**src/rtl/pc_gen_pkg.sv**
```systemverilog
// pc_gen_pkg: FSM states, instruction sizes and alignment mask shared by pc_gen (honours PC_GEN_RVC_EN)
package pc_gen_pkg;
  typedef enum logic [1:0] {BOOT, RUN, PEND} state_t;
  localparam int INSN_BYTES = 4;
  localparam int INSN_BYTES_C = 2;
  // Low PC bits that must be zero for a legal fetch target
  function automatic logic [1:0] low_mask();
`ifdef PC_GEN_RVC_EN
    return 2'b01;
`else
    return 2'b11;
`endif
  endfunction
endpackage

```
**src/rtl/pc_align_chk.sv**
```systemverilog
// pc_align_chk: forces a fetch target onto an instruction boundary and flags when it had to
module pc_align_chk
  import pc_gen_pkg::*;
#(
  parameter int XLEN = 32
) (
  input  logic [XLEN-1:0] target,
  output logic [XLEN-1:0] aligned,
  output logic            bad
);
  assign bad = |(target[1:0] & low_mask());
  assign aligned = {target[XLEN-1:2], target[1:0] & ~low_mask()};
endmodule

```
**src/rtl/pc_gen.sv**
```systemverilog
// pc_gen: fetch PC generator, trap > redirect > sequential, with stall-time target latching (PC_GEN_RVC_EN adds 2-byte steps)
module pc_gen
  import pc_gen_pkg::*;
#(
  parameter int              XLEN         = 32,
  parameter logic [XLEN-1:0] RESET_VECTOR = '0
) (
  input  logic            clk,
  input  logic            rst,
  input  logic            en,
  input  logic            redirect_valid,
  input  logic [XLEN-1:0] redirect_target,
  input  logic            trap_valid,
  input  logic [XLEN-1:0] trap_vector,
  output logic            fetch_valid,
  input  logic            fetch_ready,
`ifdef PC_GEN_RVC_EN
  input  logic            fetch_is_c,
`endif
  output logic [XLEN-1:0] fetch_pc,
  output logic [XLEN-1:0] npc_seq,
  output logic            misalign_err
);
  state_t state_q, state_d;
  logic [XLEN-1:0] pend_q, raw_tgt, tgt;
  logic accept, load, bad, latch;
  assign fetch_valid = state_q != BOOT;
  assign accept = en && fetch_valid && fetch_ready;
`ifdef PC_GEN_RVC_EN
  assign npc_seq = fetch_pc + (fetch_is_c ? XLEN'(INSN_BYTES_C) : XLEN'(INSN_BYTES));
`else
  assign npc_seq = fetch_pc + XLEN'(INSN_BYTES);
`endif
  // A latched target is older than any new redirect, so only a trap can displace it
  assign raw_tgt = trap_valid ? trap_vector : (state_q == PEND) ? pend_q : redirect_target;
  assign load = trap_valid || redirect_valid || state_q == PEND;
  assign latch = en && fetch_valid && !accept && (trap_valid || (redirect_valid && state_q == RUN));
  pc_align_chk #(.XLEN(XLEN)) u_align (
    .target (raw_tgt),
    .aligned(tgt),
    .bad    (bad)
  );
  // Next state: leave BOOT once enabled, park in PEND while a target waits for acceptance
  always_comb begin
    state_d = !en ? state_q : (state_q == BOOT || accept) ? RUN : load ? PEND : state_q;
  end
  // State, PC, pending target and the one-cycle misalignment pulse
  always_ff @(posedge clk or negedge rst) begin
    if (!rst) begin
      state_q      <= BOOT;
      fetch_pc     <= RESET_VECTOR;
      pend_q       <= '0;
      misalign_err <= 1'b0;
    end else begin
      state_q      <= state_d;
      misalign_err <= accept && load && bad;
      if (accept) fetch_pc <= load ? tgt : npc_seq;
      if (latch) pend_q <= raw_tgt;
    end
  end
endmodule

```
**config.mk**
```make
export PLATFORM = sky130hd
export DESIGN_NAME = pc_gen
export DESIGN_NICKNAME = d
export VERILOG_FILES = /design/src/rtl/pc_gen_pkg.sv /design/src/rtl/pc_align_chk.sv /design/src/rtl/pc_gen.sv
export SDC_FILE = /design/constraint.sdc
export NUM_CORES = 1
export LEC_CHECK = 0
export ABC_AREA = 1
export CORE_ASPECT_RATIO = 1.4
export CORE_MARGIN = 2
export CORE_UTILIZATION = 30
export CTS_CLUSTER_SIZE = 8
export DETAILED_ROUTE_END_ITERATION = 10
export PLACE_DENSITY = 0.57
export SKIP_CTS_REPAIR_TIMING = 1
export SLEW_MARGIN = 20
export SYNTH_ARGS = -nofsm -noshare
export SYNTH_HDL_FRONTEND = slang
export SYNTH_SLANG_ARGS = --single-unit
```
**constraint.sdc**
```tcl
create_clock -name clk -period 1.4 [get_ports clk]
set_input_delay 0.21 -clock clk [delete_from_list [all_inputs] [get_ports clk]]
set_output_delay 0.21 -clock clk [all_outputs]
set_load 0.005 [all_outputs]
```
=== After elaboration in Yosys (flattened, before gate mapping) ===
Cells that the tools add are included.
Widths: inputs -> output; s select.

* Reductions and logical operators: 17
* Eq/ne operators: 2
* Multiplexer cells: 5
* $add $sub $neg: 1

{| class="wikitable"
|+ Operators by type and width
! cell !! count
|-
| $mux 32 || 3
|-
| $add 32x3->32 const B || 1
|-
| $logic_and 1x1->1 || 7
|-
| $logic_or 1x1->1 || 4
|-
| $mux 2 || 2
|-
| $reduce_bool 2->1 || 2
|-
| $eq 2x1->1 const B || 1
|-
| $eq 2x2->1 const B || 1
|-
| $logic_not 2->1 || 1
|-
| $reduce_and 2->1 || 1
|-
| $reduce_or 2->1 || 1
|-
| $logic_not 1->1 || 1
|}

* Logic and storage cells: 29
* Input port bits: 70
* Register bits after elaboration: 67

=== Depth between registers and ports, before layout ===
* Depth in word-level cells: 6
* Depth in mapped cells: 11
* Depth with buffers taken out: 10

=== By module ===
From an unflattened synthesis, not the netlist that was laid out.

* Cell total of the unflattened synthesis: 662
* Area total of the unflattened synthesis: 4,434.3 um2

{| class="wikitable"
|+ Modules (own cells, without submodules)
! module !! sequential area each (um2) !! area an instance (um2) !! instances !! cells each
|-
| pc_gen || 1,676.6 || 4,179.0 || 1 || 626
|-
| pc_align_chk || 0.0 || 255.2 || 1 || 36
|}

=== Worst setup path before layout ===
Ideal clock, no wire load.

* Path kind: register -> register
* From: register fetch_pc[2]
* To: register fetch_pc[26]
* Stages on the path, launching flop included: 11
* Slack: -0.108 ns
* Library setup time: 0.117 ns
* Arrival time: 1.392 ns
* Cell sequence: dfrtp_1 ha_1 nand2_1 nor2_1 nand2_1 nor2_1 nand2_1 nand2_1 nand2_1 nand2_1 nand2_1

* Word-level cells in the longest chain between the ends: 2

{| class="wikitable"
|+ RTL lines
! what !! line !! RTL
|-
| start, declared || pc_gen.sv:20 || <nowiki>output logic [XLEN-1:0] fetch_pc,</nowiki>
|-
| start signal, assigned || pc_gen.sv:57 || <nowiki>if (accept) fetch_pc <= load ? tgt : npc_seq;</nowiki>
|-
| $add 32x3->32 || pc_gen.sv:32 || <nowiki>assign npc_seq = fetch_pc + XLEN'(INSN_BYTES);</nowiki>
|-
| via npc_seq[26] || pc_gen.sv:21 || <nowiki>output logic [XLEN-1:0] npc_seq,</nowiki>
|-
| $mux 32 || pc_gen.sv:57 ||
|}

The timed path passes the listed nets, and every way through them passes these cells.
A chain may end at the register's enable or synchronous reset.

=== Worst setup path after layout ===
* From: register fetch_pc[3]
* To: output npc_seq[30]

* Word-level cells in the longest chain between the ends: 1

{| class="wikitable"
|+ RTL lines
! what !! line
|-
| $add 32x3->32 || pc_gen.sv:32
|-
| end, declared || pc_gen.sv:21
|}

Every way passes these cells.

==> flow_metrics.env <==
export IMPL_htree_levels=3
export IMPL_layout_drive_gt1_share=0.442
export IMPL_via_per_inst=4.65
export IMPL_slowest_delay_ns=0.43
export IMPL_initial_utilization=0.304
export IMPL_routabilityCongestion=0.827
export IMPL_synth_most_common_cell="nand2_1"
export IMPL_status="finished, violations left"
export IMPL_cp_top_family="simple AND/OR/NAND/NOR gates"
export IMPL_hold_viol=0
export IMPL_p_leak_nw=4.36
export IMPL_synth_seq_cells=65
export IMPL_worstPathArrival_ns=1.90
export IMPL_hold_path_class="in2async"
export IMPL_synth_area_mm2=0.00435
export IMPL_design_area_mm2=0.00859
export IMPL_fin_crit_sh=1.51
export IMPL_worst_slack_ns=-0.709
export IMPL_vias=5485
export IMPL_path_class="reg2out"
export IMPL_synth_edf_count=0
export IMPL_synthSimpleGateAreaFrac=0.431
export IMPL_min_period_ns=2.11
export IMPL_critPathSlowestCell="dfrtp_2"
export IMPL_worst_setup_path_start_kind="flop"
export IMPL_max_vdd_ir_drop_mv=0.709
export IMPL_antenna_found_initial=0
export IMPL_ios=136
export IMPL_rsz0062_at_grt="true"
export IMPL_grt_pass1_wl_mm=23.6
export IMPL_async_flop_share=1.00
export IMPL_cts_made_buffers=9
export IMPL_die_y_um=146
export IMPL_grt_total_usage=0.194
export IMPL_wl_mm=17.7
export IMPL_synth_largest_area_cell="dfrtp_1"
export IMPL_syn_to_final_growth_pct=97.4
export IMPL_grt_pass1_vias=4705
export IMPL_die_w_um=106
export IMPL_synth_compound_area_frac=0.0849
export IMPL_ys_top_cells_by_area="dfrtp_1 (37%), nand2_1 (29%), nor2_1 (6.4%), o21ai_0 (4.6%), inv_1 (4.4%)"
export IMPL_violations="setup timing"
export IMPL_wl_per_cell_um=15.0
export IMPL_dp_slack_ns=-0.666
export IMPL_drtAntennaViolNets=0
export IMPL_instances_no_fill=1180
export IMPL_crit_cells=10
export IMPL_fp_coreArea_mm2=0.0143
export IMPL_maxCapViolCount=0
export IMPL_finalSetupViolations=91
export IMPL_synth_ff_type="dfrtp_1"
export IMPL_first_pass_iters=5
export IMPL_synth_commonest_cells="nand2_1 (334), nor2_1 (74), dfrtp_1 (65)"
export IMPL_worst_skew_pair_late_latency_ns=0.34
export IMPL_crit_chain="ha_4 > nand2_4 > nor2_4 > nand2_4 > buf_6 > nor2_4 > buf_6 > nand3_1 > nand2_2 > clkbuf_2"
export IMPL_clock_sinks=65
export IMPL_yosys_warnings=0
export IMPL_power_density_mw_per_mm2=1300
export IMPL_grt_overflow=0
export IMPL_maxClockFrequency_ghz=0.474
export IMPL_avgSynthCellArea_um2=6.28
export IMPL_row_count=52
export IMPL_seq_area_frac_synth=0.374
export IMPL_dp_hpwl_mm=11.5
export IMPL_synth_top_family_by_area="simple AND/OR/NAND/NOR gates"
export IMPL_grt_max_degree=66
export IMPL_antennaDiodeCount=0
export IMPL_dieArea_mm2=0.0155
export IMPL_drc=0
export IMPL_synth_top_area_frac=0.374
export IMPL_cts_tree="done"
export IMPL_synth_xor_xnor_area_share=0.0181
export IMPL_ys_types=29
export IMPL_drv_slew=0
export IMPL_fin_worst_skew_ns=0.00764
export IMPL_critPathCaptureType="primary output"
export IMPL_synth_fa_ha_area_frac=0.00288
export IMPL_post_dp_cell_area_mm2=0.00667
export IMPL_setup_tns_final_ns=-23.61
export IMPL_drtIter0Drc=196
export IMPL_path_clk_slew_ns=0.06
export IMPL_worstRegToRegCells=11
export IMPL_placed_cells=1096
export IMPL_muxShareOfSynthArea=0
export IMPL_crit_path_max_fanout=5
export IMPL_fin_nets=1057
export IMPL_critPathBufInv=3
export IMPL_cp_data_required_time_ns=1.19
export IMPL_cts_root_buffer="clkbuf_16"
export IMPL_clockBufferDepth=2
export IMPL_io_buffer_count=131
export IMPL_syn_instance_count=693
## power breakdown
| group | leakage (nW) | switching, mW | internal [mW] | total (mW) |
|---|---|---|---|---|
| clock network | 0.139 | 0.961 | 1.39 | 2.35 |
| registers | 0.774 | 0.517 | 2.37 | 2.89 |
| logic | 3.44 | 2.71 | 3.20 | 5.91 |
| total | 4.36 | 4.18 | 6.97 | 11.2 |
## cell usage in the layout, fill, tap and decap left out, types with 3 or more instances in the layout
cell and instances:
or2_2 11, clkbuf_16 14, nand2_4 23, nand3b_1 8, nor2_4 19, nand3_1 21
dfrtp_1 59, buf_4 107, nand3_2 4, nand3_4 4, o21ai_2 18, clkbuf_2 28
xor2_4 3, buf_2 7, o21ai_1 17, inv_1 47, a31oi_2 4, nor2_2 8
conb_1 4, nand2_1 228, nor2_1 51, inv_2 6, nand2_2 84, clkdlybuf4s50_1 69
buf_6 55, dfrtp_2 6, o21ai_0 7, buf_12 10, xor2_2 4, clkinvlp_4 3
dlymetal6s2s_1 25, a21oi_1 7
## path summary, 6_finish.rpt
kind / start / endpoint / slack [ns]
setup / recovery: fetch_pc[3] / npc_seq[30] / -0.71
hold / removal: rst / pend_q[0] / 0.41
setup reg to reg: fetch_pc[3] / fetch_pc[12] / -0.48
hold reg to reg: pend_q[24] / pend_q[24] / 0.49
max in group asynchronous: rst / fetch_pc[27] / 0.66
min in group clk: trap_valid / pend_q[22] / 0.48
## worst reg2reg max path, cell delays in order (launching register included)
cell	delay (ns)
dfrtp_2	0.43
ha_4	0.17
buf_4	0.13
nand3_4	0.09
nor2_4	0.19
nand2_4	0.09
buf_4	0.15
xor2_2	0.15
buf_4	0.14
buf_4	0.12
nor2_1	0.08
nor2_1	0.05
## cells by family after synthesis
kind of cell	after synthesis
AO/OA/AOI/OAI	67
buffers and inverters	85
XOR/XNOR	9
flip-flops	65
other	1
adder cells (fa/ha/maj)	1
AND/OR/NAND/NOR	465
## sequential cells by signal, indices dropped and copies added, names as in the netlist
name          flops
pend_q           32
fetch_pc         30
state_q           2
misalign_err      1
## per-stage QoR
stage	util	hold WS [ns]	total power, mW
after floorplan	-	-0.0856	4.34
after global placement	0.466	0.266	7.01
after detailed placement	0.466	0.265	7.05
after CTS	0.487	-0.0933	9.38
after global routing	0.600	0.453	11.8
final	0.600	0.413	11.2
## metal layers
metal | global-route usage | wire (um)
met3 | 0.0286 | 620
met1 | 0.246 | 7240
met4 | 0.0632 | 434
met5 | 0 | 0
met2 | 0.336 | 9420
## final cells by class
type | instances | area, um^2
clock buffer | 9 | 225
clock inverter | 7 | 78.8
fill | 1288 | 5730
inverter | 56 | 220
multi-input combinational | 546 | 3240
sequential | 65 | 1630
tap | 189 | 236
timing repair buffer | 308 | 2950
Note: power is estimated with default switching activity, not from simulation.
